### config.mk
export PLATFORM = sky130hd
export DESIGN_NAME = uart_rx_param
export DESIGN_NICKNAME = d
export VERILOG_FILES = /design/src/rtl/uart_pkg.sv /design/src/rtl/uart_rx_sync.sv /design/src/rtl/uart_rx_param.sv
export SDC_FILE = /design/constraint.sdc
export NUM_CORES = 1
export LEC_CHECK = 0
export ABC_AREA = 1
export CAP_MARGIN = 20
export CORE_UTILIZATION = 40
export DETAILED_ROUTE_END_ITERATION = 8
export RECOVER_POWER = 25
export SLEW_MARGIN = 20
export SYNTH_ARGS = -nofsm -noshare
export SYNTH_HDL_FRONTEND = slang
export SYNTH_SLANG_ARGS = --single-unit
### constraint.sdc
create_clock -name clock -period 2.3 [get_ports clock]
set_input_delay 0.69 -clock clock [delete_from_list [all_inputs] [get_ports clock]]
set_output_delay 0.69 -clock clock [all_outputs]
set_load 0.01 [all_outputs]
### src/rtl/uart_pkg.sv
// Shared types and helpers for the UART receive path.
package uart_pkg;

    typedef enum logic [2:0] {
        IDLE,
        START,
        DATA,
        PARITY,
        STOP,
        BREAK
    } rx_state_t;

    localparam logic UART_IDLE_LVL = 1'b1;
    localparam int   MAX_DATA_BITS = 9;

    // Expected parity bit for a (zero-extended) payload.
    function automatic logic parity_calc(input logic [MAX_DATA_BITS-1:0] data,
                                         input logic                     odd);
        return (^data) ^ odd;
    endfunction

endpackage

### src/rtl/uart_rx_sync.sv
// Two-flop synchroniser for the asynchronous RX line; powers up at the idle level.
module uart_rx_sync
    import uart_pkg::*;
(
    input  logic clock,
    input  logic reset,
    input  logic din,
    output logic dout
);

    logic sync_p0;
    logic sync_p1;

    always_ff @(posedge clock) begin
        if (reset) begin
            sync_p0 <= UART_IDLE_LVL;
            sync_p1 <= UART_IDLE_LVL;
        end else begin
            sync_p0 <= din;
            sync_p1 <= sync_p0;
        end
    end

    assign dout = sync_p1;

endmodule

### src/rtl/uart_rx_param.sv
// Parametrised oversampling UART receiver with parity/framing/overrun detection
// and a single-word valid/ready output buffer.
module uart_rx_param
    import uart_pkg::*;
#(
    parameter int CLKS_PER_BIT = 16,
    parameter int DATA_BITS    = 8,
    parameter int PARITY_EN    = 0,
    parameter int PARITY_ODD   = 0,
    parameter int STOP_BITS    = 1
) (
    input  logic                 clock,
    input  logic                 reset,
    input  logic                 serial,
    output logic [DATA_BITS-1:0] data_out,
    output logic                 data_valid,
    input  logic                 data_ready,
    output logic                 frame_err,
    output logic                 parity_err,
    output logic                 overrun,
    output logic                 busy
);

    localparam int CW = $clog2(CLKS_PER_BIT);
    localparam int BW = $clog2(DATA_BITS);
    localparam logic [CW-1:0] HALF_CNT  = CW'(CLKS_PER_BIT / 2 - 1);
    localparam logic [CW-1:0] FULL_CNT  = CW'(CLKS_PER_BIT - 1);
    localparam logic [BW-1:0] LAST_BIT  = BW'(DATA_BITS - 1);
    localparam logic          LAST_STOP = 1'(STOP_BITS - 1);

    logic rx_s;

    uart_rx_sync u_sync (
        .clock (clock),
        .reset (reset),
        .din   (serial),
        .dout  (rx_s)
    );

    rx_state_t      state, state_nxt;
    logic [CW-1:0]  baud_cnt, baud_nxt;
    logic [BW-1:0]  bit_idx, bit_nxt;
    logic           stop_idx, stop_nxt;
    logic           frame_clr, samp_data, samp_par, samp_stop, stop_last;

    always_ff @(posedge clock) begin
        if (reset) begin
            state    <= IDLE;
            baud_cnt <= '0;
            bit_idx  <= '0;
            stop_idx <= 1'b0;
        end else begin
            state    <= state_nxt;
            baud_cnt <= baud_nxt;
            bit_idx  <= bit_nxt;
            stop_idx <= stop_nxt;
        end
    end

    always_comb begin
        state_nxt = state;
        baud_nxt  = baud_cnt + 1'b1;
        bit_nxt   = bit_idx;
        stop_nxt  = stop_idx;
        frame_clr = 1'b0;
        samp_data = 1'b0;
        samp_par  = 1'b0;
        samp_stop = 1'b0;
        stop_last = 1'b0;
        case (state)
            IDLE: begin
                baud_nxt = '0;
                if (!rx_s) state_nxt = START;
            end
            START: begin
                // Re-check the start bit at its midpoint to reject short glitches.
                if (baud_cnt == HALF_CNT) begin
                    baud_nxt = '0;
                    if (!rx_s) begin
                        state_nxt = DATA;
                        bit_nxt   = '0;
                        frame_clr = 1'b1;
                    end else begin
                        state_nxt = IDLE;
                    end
                end
            end
            DATA: begin
                if (baud_cnt == FULL_CNT) begin
                    baud_nxt  = '0;
                    samp_data = 1'b1;
                    bit_nxt   = bit_idx + 1'b1;
                    if (bit_idx == LAST_BIT) begin
                        state_nxt = (PARITY_EN != 0) ? PARITY : STOP;
                        stop_nxt  = 1'b0;
                    end
                end
            end
            PARITY: begin
                if (baud_cnt == FULL_CNT) begin
                    baud_nxt  = '0;
                    samp_par  = 1'b1;
                    state_nxt = STOP;
                    stop_nxt  = 1'b0;
                end
            end
            STOP: begin
                if (baud_cnt == FULL_CNT) begin
                    baud_nxt  = '0;
                    samp_stop = 1'b1;
                    stop_nxt  = stop_idx + 1'b1;
                    if (stop_idx == LAST_STOP) begin
                        stop_last = 1'b1;
                        // A low final stop bit means the line is held low: park until it recovers.
                        state_nxt = rx_s ? IDLE : BREAK;
                    end
                end
            end
            BREAK: begin
                baud_nxt = '0;
                if (rx_s) state_nxt = IDLE;
            end
            default: begin
                state_nxt = IDLE;
                baud_nxt  = '0;
            end
        endcase
    end

    assign busy = (state != IDLE);

    // Frame accumulation: payload shifts in LSB first from the top.
    logic [DATA_BITS-1:0] sh;
    logic                 fr_bad;
    logic                 par_bad;

    always_ff @(posedge clock) begin
        if (frame_clr) begin
            fr_bad  <= 1'b0;
            par_bad <= 1'b0;
        end
        if (samp_data) sh <= {rx_s, sh[DATA_BITS-1:1]};
        if (samp_par)  par_bad <= parity_calc(MAX_DATA_BITS'(sh), 1'(PARITY_ODD)) ^ rx_s;
        if (samp_stop && !rx_s) fr_bad <= 1'b1;
    end

    // Stage p1: committed frame, one cycle after the last stop sample.
    logic                 vld_p1;
    logic [DATA_BITS-1:0] word_p1;
    logic                 fe_p1;
    logic                 pe_p1;

    always_ff @(posedge clock) begin
        if (reset) vld_p1 <= 1'b0;
        else       vld_p1 <= stop_last;
    end

    always_ff @(posedge clock) begin
        if (stop_last) begin
            word_p1 <= sh;
            fe_p1   <= fr_bad | ~rx_s;
            pe_p1   <= par_bad;
        end
    end

    // Stage p2: output buffer; a full buffer drops the new frame and flags overrun.
    always_ff @(posedge clock) begin
        if (reset) begin
            data_out   <= '0;
            data_valid <= 1'b0;
            frame_err  <= 1'b0;
            parity_err <= 1'b0;
            overrun    <= 1'b0;
        end else begin
            overrun <= 1'b0;
            if (vld_p1) begin
                if (!data_valid || data_ready) begin
                    data_out   <= word_p1;
                    data_valid <= 1'b1;
                    frame_err  <= fe_p1;
                    parity_err <= pe_p1;
                end else begin
                    overrun <= 1'b1;
                end
            end else if (data_valid && data_ready) begin
                data_valid <= 1'b0;
                frame_err  <= 1'b0;
                parity_err <= 1'b0;
            end
        end
    end

endmodule

==> flow_summary.json, run 1 <==
{
  "timing.rr.start": "state[0]",
  "grt_max_degree": 17,
  "tightest_slew_ps": 460,
  "crit_start": "state[0]",
  "syn_avg_cell_area_sq_um": 8.87,
  "clock_sink_count": 46,
  "maxCapViolCount": 0,
  "setup_viol": 0,
  "ant_nets": 0,
  "hold_class": "flip-flop to flip-flop",
  "final_cells": 296,
  "required_ps": 1610,
  "grt_pass1_vias": 1266,
  "fin_skew_ps": 9.76,
  "crit_fanout": 6,
  "r2r-end": "fe_p1",
  "post_cts_buffers": 0,
  "min_from": "u_sync.sync_p0",
  "cts_hold_buffers": 0,
  "fmax_mhz": 461,
  "hold_end": "u_sync.dout",
  "synthAdderAreaFrac_pct": 1.93,
  "grt_antenna_before_repair": 0,
  "vias": 1378,
  "crit_path_end_kind": "output pin",
  "cts_resized": 0,
  "synth_top_family_by_area": "simple AND/OR/NAND/NOR gates",
  "ioPinCount": 17,
  "period_share_pct": 94.3,
  "drv_slew": 0,
  "cts_max_path_buffers": 2,
  "syn_area_sq_um": 1940,
  "cts_tree": "done",
  "synth-seq-area-share_pct": 57.2,
  "portBuffers": 16,
  "vdd.ir_drop.worst_mv": 0.592,
  "grt.total_usage_pct": 14.1,
  "setup_tns_ps": 0,
  "synth-simple-area-share_pct": 25.4,
  "synth_cells": 219,
  "drc": 0,
  "ys_ff_latch": 46,
  "grt_pass1_wl_microns": 5580,
  "h-tree-depth": 2,
  "vias_per_cell": 4.66,
  "drive_above_1_share_pct": 11.9,
  "synth-compound-area-share_pct": 7.28,
  "relSlewSlack_pct": 69.3,
  "clkTransAtPathRegs_ps": 90,
  "p_per_area_nw_per_um2": 866,
  "power.leakage_uw": 0.000931,
  "core_area_sq_um": 4500,
  "first_pass_iters": 4,
  "grt_overflow": 0,
  "rsz0062_at_grt": "false",
  "drt_iter0_markers": 38,
  "fp.dieW_microns": 71.7,
  "numCtsBuffers": 5,
  "die_h_microns": 71.7,
  "status": "completed",
  "path_class": "flip-flop to output pin",
  "arrival_ps": 1480,
  "synth_mux_area_share_pct": 0,
  "layout.nets": 250,
  "placed_cells": 288,
  "wl_per_cell_microns": 10.6,
  "num_rows": 24,
  "rr_worst_depth": 5,
  "final_area_sq_um": 2270,
  "hold_viol": 0,
  "placed_area_sq_um": 2180,
  "worstSkewPairLatency_ps": 300,
  "syn_nets": 226,
  "area_delta_synth_final_pct": 16.8,
  "min_path_cells": 1,
  "period_needed_ps": 2170,
  "die-area_sq_um": 5140,
  "yosysUniqueCellTypes": 29,
  "initial_core_util_pct": 43.1,
  "startpoint_type": "flip-flop",
  "synthXorXnorAreaFrac_pct": 1.80,
  "fill_cells": 437,
  "cts-root-buf": "clkbuf_8",
  "place_hpwl_microns": 2280,
  "wl_microns": 3120,
  "yosysWarnings": 0,
  "routabilityCongestion": 0.802,
  "rrSetupSlack_ps": 720,
  "diodes": 0
}
-- metrics by stage --
step	util, %	setup WS (ps)	hold slack, ps	total power (uW)
floorplan	-	592	389	1390
global placement	48.4	448	394	1500
detailed placement	48.4	430	397	1500
CTS	50.4	108	417	1990
global route	50.4	42.1	443	2100
finish	50.4	131	412	1960
-- Yosys cell counts (all sizes together) --
cell type	count	share of area (%)
nand2	40	8.2
nor3	2	0.52
xor2	2	0.90
nand4	1	0.32
inv	24	4.6
nand3	13	3.6
or2	4	1.4
edfxtp	19	29
ha	3	1.9
o21ai	15	3.9
nor2	47	11
dfxtp	27	28
a21oi	9	2.3
nand3b	2	0.77
clkbuf	2	0.39
o22ai	1	0.32
buf	2	0.97
o211ai	1	0.39
xnor2	2	0.90
clkinv	2	0.39
o31ai	1	0.39
-- critical path, stage by stage, from the launching register on --
cell and delay (ps):
dfxtp_1 370, nor2_2 250, nand2_2 80, clkdlybuf4s50_1 480
-- registers in the layout (all words and copies together), names as in the netlist, 3 cells and up --
| name | count |
|---|---|
| bit_idx | 3 |
| word_p1 | 8 |
| sh | 8 |
| state | 3 |
| data_out | 8 |
| baud_cnt | 4 |
-- power breakdown --
| group | internal, uW | switching [uW] |
|---|---|---|
| combinational | 213 | 348 |
| clock | 214 | 272 |
| sequential | 880 | 36.7 |
-- cell usage in the layout (no fill, tap or decap), types with 9 or more instances in the layout --
cell             instances
nor2_1                  42
a21oi_1                  9
edfxtp_1                19
o21ai_0                 12
clkdlybuf4s50_1         15
nand3_1                 12
nand2_1                 36
dfxtp_1                 27
inv_1                   22
-- worst max path at each step --
stage	slack [ps]	cells after the start	end
global route	40	3	busy
CTS	110	3	busy
global placement	450	4	baud_cnt[1]
floorplan	590	4	fe_p1
detailed placement	430	4	baud_cnt[1]
finish	130	3	busy
-- final cells by class --
cell class / instances / area, sq um / area share [%]
repair buffers: 21 / 198 / 8.71
inverters: 26 / 97.6 / 4.30
multi-input cells: 143 / 707 / 31.2
well taps: 52 / 65.1 / 2.87
clock buffers: 5 / 68.8 / 3.03
clock inverters: 3 / 21.3 / 0.938
flip-flops and latches: 46 / 1110 / 49.0
-- routing by layer --
layer | up-vias | share of wire (%) | global-route usage (%)
li1 | 752 | - | -
met1 | 598 | 53 | 19.2
met2 | 24 | 42 | 21.0
met3 | 4 | 3.6 | 4.22
met4 | 0 | 0.99 | 5.88
met5 | - | 0 | 0
-- logic make-up after synthesis --
family / after synthesis
buf+inv: 30
flops: 46
compound gates: 27
xor+xnor: 4
fa+ha+maj: 3
simple gates: 109
Power figures use the tool's default switching activity.
==> run 2, diff against run 1 <==
Settings changed: SYNTH_HIERARCHICAL from default to 1.
==> flow_summary.json, run 2 <==
{
  "status": "completed",
  "timing.rr.start": "baud_cnt[0]",
  "routed-wl-met3_microns": 115,
  "drt_iter0_markers": 50,
  "yosysWarnings": 6,
  "cp_slowest_stage_delay_ps": 530,
  "rsz0062_at_grt": "false",
  "vdd.ir_drop.worst_mv": 0.367,
  "wl_microns": 2980,
  "grt_pass1_vias": 1259,
  "diodes": 0,
  "synth-compound-area-share_pct": 6.56,
  "synth_most_common_cell": "nand2_1",
  "worstSkewPairLatency_ps": 300,
  "ioPinCount": 17,
  "path_class": "flip-flop to output pin",
  "yosysUniqueCellTypes": 24,
  "min_from": "u_sync/sync_p0",
  "setup_viol": 0,
  "synth_mux_area_share_pct": 0,
  "met2_length_microns": 1350,
  "crit_start": "state[0]",
  "grt_antenna_before_repair": 0,
  "layout.nets": 236,
  "yosys-top-cells-area": "edfxtp_1 31%, dfxtp_1 29%, nand2_1 8.0%, nor2_1 7.4%, inv_1 4.8%",
  "ys_ff_latch": 46,
  "first_pass_iters": 4,
  "yosysTopAreaCellShare_pct": 30.5,
  "maxCapViolCount": 0,
  "clkTransAtPathRegs_ps": 80,
  "clock_sink_count": 46,
  "synth_common_cells": "40 x nand2_1, 37 x nor2_1, 27 x dfxtp_1",
  "p_per_area_nw_per_um2": 767,
  "numCtsBuffers": 5,
  "cts_tree": "done",
  "syn_nets": 214,
  "layout_commonest_cell": "nand2_1",
  "grt.total_usage_pct": 14.4,
  "hold_viol": 0,
  "die-area_sq_um": 4950,
  "relSlewSlack_pct": 65.3,
  "crit_path_end_kind": "output pin",
  "synth.largest_area_cell": "edfxtp_1",
  "period_needed_ps": 2140,
  "die_h_microns": 70.4,
  "routabilityCongestion": 0.763,
  "layout_common_cells": "40 x nand2_1, 36 x nor2_1, 27 x dfxtp_1",
  "post_cts_buffers": 0,
  "synthAdderAreaFrac_pct": 2.01,
  "initial_core_util_pct": 42.3,
  "routed.top_layer": "met4",
  "synthXorXnorAreaFrac_pct": 2.81,
  "p_total_uw": 1680,
  "met1Wirelength_microns": 1450,
  "h-tree-depth": 2,
  "cts-root-buf": "clkbuf_8",
  "fp.dieW_microns": 70.4,
  "grt_pass1_wl_microns": 5500,
  "fin_skew_ps": 8.60,
  "area_delta_synth_final_pct": 16.9,
  "startpoint_type": "flip-flop",
  "wl_per_cell_microns": 10.6,
  "synth_cells": 207,
  "tightest_slew_ps": 521,
  "drive_above_1_share_pct": 8.70,
  "drc": 0,
  "hold_class": "flip-flop to flip-flop",
  "syn_area_sq_um": 1870,
  "drv_slew": 0,
  "required_ps": 1610,
  "synth_edf_count": 19,
  "power.leakage_uw": 0.000914,
  "reg.largest.list": "data_out: 8 flops, sh: 8 flops, word_p1: 8 flops",
  "syn_avg_cell_area_sq_um": 9.03,
  "setup_tns_ps": 0,
  "cts_max_path_buffers": 2,
  "synth_ff_type": "dfxtp_1",
  "place_hpwl_microns": 2160,
  "period_share_pct": 93.0,
  "grt_overflow": 0,
  "crit_fanout": 7,
  "rrSetupSlack_ps": 620,
  "portBuffers": 16,
  "cp_slowest_cell": "clkdlybuf4s50_1",
  "synth_top_family_by_area": "simple AND/OR/NAND/NOR gates",
  "synthArstFlopShare_pct": 0,
  "synth-seq-area-share_pct": 59.4,
  "grt_max_degree": 16,
  "arrival_ps": 1450,
  "cts_resized": 0,
  "synth-simple-area-share_pct": 23.5,
  "num_rows": 24,
  "vias": 1310,
  "fmax_mhz": 468,
  "vias_per_cell": 4.65,
  "ant_nets": 0,
  "path_cells": "nor2_2 > nand2_1 > clkdlybuf4s50_1",
  "core_area_sq_um": 4410,
  "cts_hold_buffers": 0
}
## run 2: cell types whose count changed after synthesis, sizes merged, moves of 2 or more
cell / delta
clkinv: -2
nand2: +3
nand3: -3
nor2: -6
or2: -3
xnor2: +3
## run 2: path summary, 6_finish.rpt
kind / to / depth (start not counted)
max: busy / 3
min: u_sync/dout / 2
max reg2reg: sh[7] / 5
min reg2reg: u_sync/dout / 2
## run 2: power by group
group          switching, uW  leakage, uW  internal [uW]
registers               31.2     0.000392            866
logic                    187     0.000478            108
clock network            271    0.0000441            213
total                    489     0.000914           1190
## run 2: area by class of cell
class / count / area (sq um)
Inverter: 25 / 93.8
Sequential cell: 46 / 1110
Clock inverter: 3 / 21.3
Clock buffer: 5 / 68.8
Timing Repair Buffer: 18 / 171
Fill cell: 432 / 2230
Tap cell: 52 / 65.1
Multi-Input combinational cell: 133 / 654
## run 2: logic make-up (layout without fill, tap and decap cells)
kind of cell	count (synthesis)	count (layout)
fa+ha+maj	3	3
compound gates	24	24
simple gates	100	100
buf+inv	28	51
xor+xnor	6	6
flops	46	46
## run 2: per-layer routing
metal,GRT usage (%),vias up
li1,-,704
met4,7.33,0
met1,17.0,580
met2,23.1,21
met3,5.05,5
met5,0,-
## run 2: metrics by stage
step / utilization [%] / hold WS, ps / instances / worst slack (ps) / area [sq um]
finish: 49.5 / 414 / 282 / 161 / 2190
global route: 49.5 / 429 / 282 / 44.4 / 2190
CTS: 49.5 / 417 / 282 / 88.3 / 2190
detailed placement: 47.5 / 397 / 274 / 402 / 2100
global placement: 47.5 / 391 / 274 / 422 / 2100
floorplan: - / 387 / 207 / 847 / 1870
## run 2: worst max-delay path, delay by kind of cell, from the launching register on
kind	cells	cell delay [ps]
buf+inv	1	530
simple gates	2	170
flops	1	450
